==> config.mk <==
export PLATFORM = sky130hd
export DESIGN_NAME = vis_receiver
export DESIGN_NICKNAME = d
export VERILOG_FILES = /design/src/rtl/vis_pkg.sv /design/src/rtl/vis_receiver.sv
export SDC_FILE = /design/constraint.sdc
export NUM_CORES = 1
export LEC_CHECK = 0
export CAP_MARGIN = 20
export CORE_UTILIZATION = 50
export DETAILED_ROUTE_END_ITERATION = 8
export PLACE_DENSITY = 0.83
export SLEW_MARGIN = 10
export SYNTH_ARGS = -nofsm -noshare
export SYNTH_HDL_FRONTEND = slang
export SYNTH_SLANG_ARGS = --single-unit
==> constraint.sdc <==
create_clock -name vis_clock -period 4 [get_ports vis_clock]
set_input_delay 0.8 -clock vis_clock [delete_from_list [all_inputs] [get_ports vis_clock]]
set_output_delay 0.8 -clock vis_clock [all_outputs]
set_load 0.01 [all_outputs]
==> src/rtl/vis_pkg.sv <==
// Shared constants for the visibility receiver: default component width,
// frame-start marker byte, and the serialiser state encoding.
// Latency: n/a (package). Backpressure: n/a.
package vis_pkg;

  localparam int         VIS_ACCUM_DEFAULT  = 32;
  localparam logic [7:0] VIS_HEADER_DEFAULT = 8'hA5;

  typedef logic [1:0] vis_state_t;

  // Legacy-compatible state encoding.
  localparam vis_state_t ST_IDLE = 2'd0;  // waiting for a visibility beat
  localparam vis_state_t ST_HDR0 = 2'd1;  // emitting frame-start marker
  localparam vis_state_t ST_HDR1 = 2'd2;  // emitting frame sequence number
  localparam vis_state_t ST_DATA = 2'd3;  // emitting visibility bytes

endpackage

==> src/rtl/vis_receiver.sv <==
// Purpose: serialises complex visibilities into a framed byte stream (marker, seq, re LSB-first, im LSB-first).
// Latency: first byte valid the cycle after a beat handshake; 2*ACCUM/8+1 cycles per beat, +2 on a frame's first beat.
// Backpressure: holds byte/state while m_ready_i is low; s_ready_o only high when idle and out of reset.
//
// Ports:
//   vis_clock, reset_n            clock, synchronous active-low reset
//   s_valid_i/s_ready_o/s_last_i  visibility beat handshake and end-of-frame flag
//   s_revis_i, s_imvis_i          real / imaginary visibility components
//   m_valid_o/m_ready_i           byte-stream handshake
//   m_data_o, m_last_o            byte-stream data, final byte of frame
//   frame_o                       one-cycle pulse after a frame completes
//   seq_o                         current frame sequence number (wraps at 256)
//   err_len_o                     sticky frame-length error
module vis_receiver
  import vis_pkg::*;
#(
  parameter int         ACCUM  = VIS_ACCUM_DEFAULT,
  parameter int         TOTAL  = 30,
  parameter logic [7:0] HEADER = VIS_HEADER_DEFAULT
) (
  input  logic             vis_clock,
  input  logic             reset_n,
  input  logic             s_valid_i,
  output logic             s_ready_o,
  input  logic             s_last_i,
  input  logic [ACCUM-1:0] s_revis_i,
  input  logic [ACCUM-1:0] s_imvis_i,
  output logic             m_valid_o,
  input  logic             m_ready_i,
  output logic [7:0]       m_data_o,
  output logic             m_last_o,
  output logic             frame_o,
  output logic [7:0]       seq_o,
  output logic             err_len_o
);

  localparam int NBYTES = 2 * ACCUM / 8;
  localparam int IW     = (NBYTES > 1) ? $clog2(NBYTES) : 1;
  localparam int CW     = (TOTAL > 1) ? $clog2(TOTAL) : 1;

  localparam logic [IW-1:0] LAST_BYTE = IW'(NBYTES - 1);
  localparam logic [CW-1:0] LAST_WORD = CW'(TOTAL - 1);

  vis_state_t         state_q;
  logic [IW-1:0]      byte_idx_q;
  logic [CW-1:0]      word_cnt_q;
  logic [2*ACCUM-1:0] vis_q;        // {im, re}: re occupies the low bytes so it goes out first
  logic               last_q;
  logic [7:0]         seq_q;
  logic               err_q;
  logic               frame_q;

  logic s_hs;
  logic m_hs;
  logic count_full;
  logic frame_end;
  logic final_byte;

  assign s_ready_o  = reset_n & (state_q == ST_IDLE);
  assign m_valid_o  = (state_q != ST_IDLE);
  assign s_hs       = s_valid_i & s_ready_o;
  assign m_hs       = m_valid_o & m_ready_i;
  assign count_full = (word_cnt_q == LAST_WORD);
  // A beat closes the frame on an explicit last or when the frame is full,
  // whichever comes first; a mismatch between the two is a length error.
  assign frame_end  = last_q | count_full;
  assign final_byte = (state_q == ST_DATA) && (byte_idx_q == LAST_BYTE);

  assign m_last_o   = final_byte & frame_end;
  assign frame_o    = frame_q;
  assign seq_o      = seq_q;
  assign err_len_o  = err_q;

  // Output byte is a pure function of registered state, so it cannot move
  // while the consumer stalls.
  always_comb begin
    m_data_o = 8'h00;
    case (state_q)
      ST_HDR0: m_data_o = HEADER;
      ST_HDR1: m_data_o = seq_q;
      ST_DATA: m_data_o = vis_q[{byte_idx_q, 3'b000} +: 8];
      default: m_data_o = 8'h00;
    endcase
  end

  always_ff @(posedge vis_clock) begin
    if (!reset_n) begin
      state_q    <= ST_IDLE;
      byte_idx_q <= '0;
      word_cnt_q <= '0;
      vis_q      <= '0;
      last_q     <= 1'b0;
      seq_q      <= 8'h00;
      err_q      <= 1'b0;
      frame_q    <= 1'b0;
    end else begin
      frame_q <= 1'b0;
      case (state_q)
        ST_IDLE: begin
          if (s_hs) begin
            vis_q      <= {s_imvis_i, s_revis_i};
            last_q     <= s_last_i;
            byte_idx_q <= '0;
            // Only the first beat of a frame carries the header pair.
            state_q    <= (word_cnt_q == '0) ? ST_HDR0 : ST_DATA;
          end
        end
        ST_HDR0: begin
          if (m_hs) state_q <= ST_HDR1;
        end
        ST_HDR1: begin
          if (m_hs) state_q <= ST_DATA;
        end
        ST_DATA: begin
          if (m_hs) begin
            if (final_byte) begin
              state_q <= ST_IDLE;
              if (frame_end) begin
                frame_q    <= 1'b1;
                word_cnt_q <= '0;
                seq_q      <= seq_q + 8'd1;
                if (last_q != count_full) err_q <= 1'b1;
              end else begin
                word_cnt_q <= word_cnt_q + 1'b1;
              end
            end else begin
              byte_idx_q <= byte_idx_q + 1'b1;
            end
          end
        end
        default: state_q <= ST_IDLE;
      endcase
    end
  end

endmodule

==> impl_metrics.csv <==
group,metric,value,unit
sta,finalSetupViolations,0,
setup_path,path_buf_inv,1,
run_status,outcome,"finished clean",
clocking,cts.path.max_buffers,2,
synth,syn-instance-count,486,
final_layout,final_common_cell,"nand2_1",
synth,synth_xor_area_share,1.31,%
sta,worst_slew_pin_slew,0.825,ns
sta,fin_ws,0.468,ns
sta,whs,0.457,ns
placement,globalplace.congestion,0.888,
synth,synth_cell_types,43,
sta,fin_skew,0.0118,ns
grt,antenna_found_initial,0,
die,core,0.00773,mm²
pwr,cellPowerDensity,455,mW/mm²
placement,io_buffers,89,
flow_run,drv_cap,0,
setup_path,path_cells,"mux4_2 -> o2111ai_1 -> a31oi_1 -> clkdlybuf4s50_1",
setup_path,start_kind,"register",
sta,max-slew-margin-rel,45.0,%
final_layout,fill_cells,629,
sta,finalHoldViolCount,0,
sta,grt_setup_unrepaired,"no",
die,die_area,0.00837,mm²
grt,grt_pass1_wl,15.8,mm
clocking,clk_latency,0.37,ns
min_path,hold_class,"reg -> reg",
clocking,clock_sinks,85,
die,die_y,91.5,µm
synth,synth_compound_area_share,15.4,%
synth,synth-edff-count,0,
synth,synth_simple_gate_area_share,23.3,%
die,start_util,51.8,%
clocking,tritoncts,"done",
clocking,postCtsResizedCells,0,
placement,hpwl,7.32,mm
clocking,root_buffer,"clkbuf_8",
synth,synth_mux_area_share,8.25,%
die,ios,90,
routing,wl_per_cell,15.1,µm
routing,drt-pass1-iter-count,6,
final_layout,design_area,0.00508,mm²
routing,drc,0,
clocking,cts-htree-levels,3,
clocking,path_clk_slew,0.09,ns
setup_path,cp.arrival,2.73,ns
sta,period_minus_slack,3.53,ns
setup_path,cp_top_family,"flip-flops",
grt,grt_pass1_vias,3401,
synth,ys_ff_latch,85,
grt,overflow,0,
final_layout,num_antenna_cells,0,
sta,post-route-period-util,88.3,%
routing,postRouteAntennaNets,0,
placement,place_ws,0.871,ns
setup_path,worst_setup_path_end_kind,"primary output",
synth,synthArstFlopShare,0,%
synth,netlist_area,0.00400,mm²
synth,synthAdderAreaFrac,3.75,%
clocking,cts_buffers,9,
clocking,cts_hold_buf,0,
pwr,ir_worst_vdd,180,µV
synth,synth_ff_type,"dfxtp_1",
routing,drt_iter0_markers,219,
grt,grt_use_total,24.6,%
synth,ys.warnings.count,0,
synth,syn_avg_cell_area,8.24,µm²
grt,grt_max_degree,84,
setup_path,crit_slowest_cell,"dfxtp_1",
clocking,cts_setup_buffers,0,
setup_path,worstSetupPathType,"reg -> out",
sta,max_freq,283,MHz
die,rows,32,
final_layout,finalNetCount,636,
routing,wl,9.98,mm
placement,placed_cell_area,0.00487,mm²
synth,synth_nets,567,
setup_path,required,3.20,ns
sta,final_max_slew_viol_count,0,
synth,synth_top_family_by_area,"simple AND/OR/NAND/NOR gates",
die,dieWidth,91.5,µm
synth,seq_area_frac_synth,42.5,%
routing,vias,3596,
sta,tns,0,ns
final_layout,seqCellArea,0.00170,mm²
final_layout,syn_to_final_growth,26.8,%
final_layout,final_cell_mix,"143 x nand2_1, 89 x clkdlybuf4s50_1, 85 x dfxtp_1",
setup_path,critPathMaxStageDelay,0.84,ns
final_layout,drive_above_1_share,6.07,%
final_layout,multi_input_area,0.00208,mm²
pwr,p_leak,1.72,nW
setup_path,cp_max_fo,19,
routing,vias_per_cell,5.43,
==> synth_stat cells, types with 2 or more instances <==
cell | n | area share [%]
buf_6 | 2 | 0.56
nor2_1 | 20 | 1.9
and2_1 | 3 | 0.47
nand2b_1 | 6 | 0.94
a21oi_1 | 75 | 9.4
mux4_2 | 8 | 4.5
buf_4 | 5 | 0.94
buf_2 | 14 | 1.8
nand2_1 | 143 | 13
o21ai_0 | 2 | 0.25
mux2i_1 | 15 | 3.7
a211o_1 | 6 | 1.3
nand3b_1 | 2 | 0.37
ha_1 | 12 | 3.7
or3_1 | 2 | 0.31
nand4b_1 | 2 | 0.44
o2111ai_1 | 6 | 1.3
nor3_1 | 3 | 0.37
nor2b_1 | 9 | 1.4
a22oi_1 | 2 | 0.37
a31oi_1 | 5 | 0.78
clkbuf_1 | 13 | 1.2
dfxtp_1 | 85 | 42
nand3_1 | 11 | 1.4
nor4_1 | 3 | 0.47
nand4_1 | 2 | 0.31
xnor2_1 | 5 | 1.1
inv_1 | 10 | 0.94
==> where the power goes <==
group	internal [W]	leakage, nW	switching (W)
registers	0.000946	0.690	0.0000753
logic	0.000304	0.935	0.000349
clock network	0.000310	0.0955	0.000328
total	0.00156	1.72	0.000752
==> cell type report <==
cell class	count	area share, %
clock inverters	6	1.38
inverters	10	0.739
flip-flops and latches	85	33.5
multi-input cells	356	41.0
clock buffers	10	2.71
well taps	102	2.51
repair buffers	93	18.1
==> registers in the layout, indices dropped and copies added, names as in the netlist <==
name and cells:
byte_idx_q 3, err_len_o 1, frame_o 1, last_q 1
seq_o 8, state_q 2, vis_q 64, word_cnt_q 5
==> kinds of logic (layout without fill, tap and decap cells) <==
| kind of cell | Yosys count | count (layout) |
|---|---|---|
| xor gates and xnor gates | 6 | 6 |
| and+or+nand+nor | 212 | 212 |
| buffers and inverters | 45 | 119 |
| adders and majority gates | 12 | 12 |
| DFF | 85 | 85 |
| muxes | 23 | 23 |
| AOI/OAI and AO/OA | 103 | 103 |
==> layer usage <==
| layer | wire [µm] | GRT usage (%) | up-vias |
|---|---|---|---|
| li1 | - | - | 1791 |
| met1 | 4180 | 29.5 | 1650 |
| met2 | 4880 | 41.2 | 128 |
| met3 | 589 | 6.78 | 27 |
| met4 | 329 | 10.7 | 0 |
| met5 | 0 | 0 | - |
==> through the flow <==
stage / utilization, % / power, W / instances
floorplan: - / 0.00146 / 486
detailed placement: 63.0 / 0.00169 / 646
global route: 65.7 / 0.00243 / 662
CTS: 65.7 / 0.00232 / 662
finish: 65.7 / 0.00231 / 662
global placement: 63.0 / 0.00167 / 646
==> worst reg2reg max path, delay by kind of cell (launching register included) <==
kind	cells	cell delay [ns]
buffers and inverters	2	0.58
AND/OR/NAND/NOR	2	0.80
adder cells (fa/ha/maj)	1	0.46
AO/OA/AOI/OAI	1	0.20
flip-flops	1	0.41
==> final timing paths <==
| kind | from | endpoint | slack, ns | cells after the start |
|---|---|---|---|---|
| setup / recovery | byte_idx_q[2] | m_data_o[0] | 0.47 | 4 |
| hold / removal | vis_q[55] | vis_q[55] | 0.46 | 2 |
| setup reg to reg | state_q[1] | vis_q[52] | 1.48 | 6 |
| hold reg to reg | vis_q[55] | vis_q[55] | 0.46 | 2 |
Note: power is estimated with default switching activity, not from simulation.
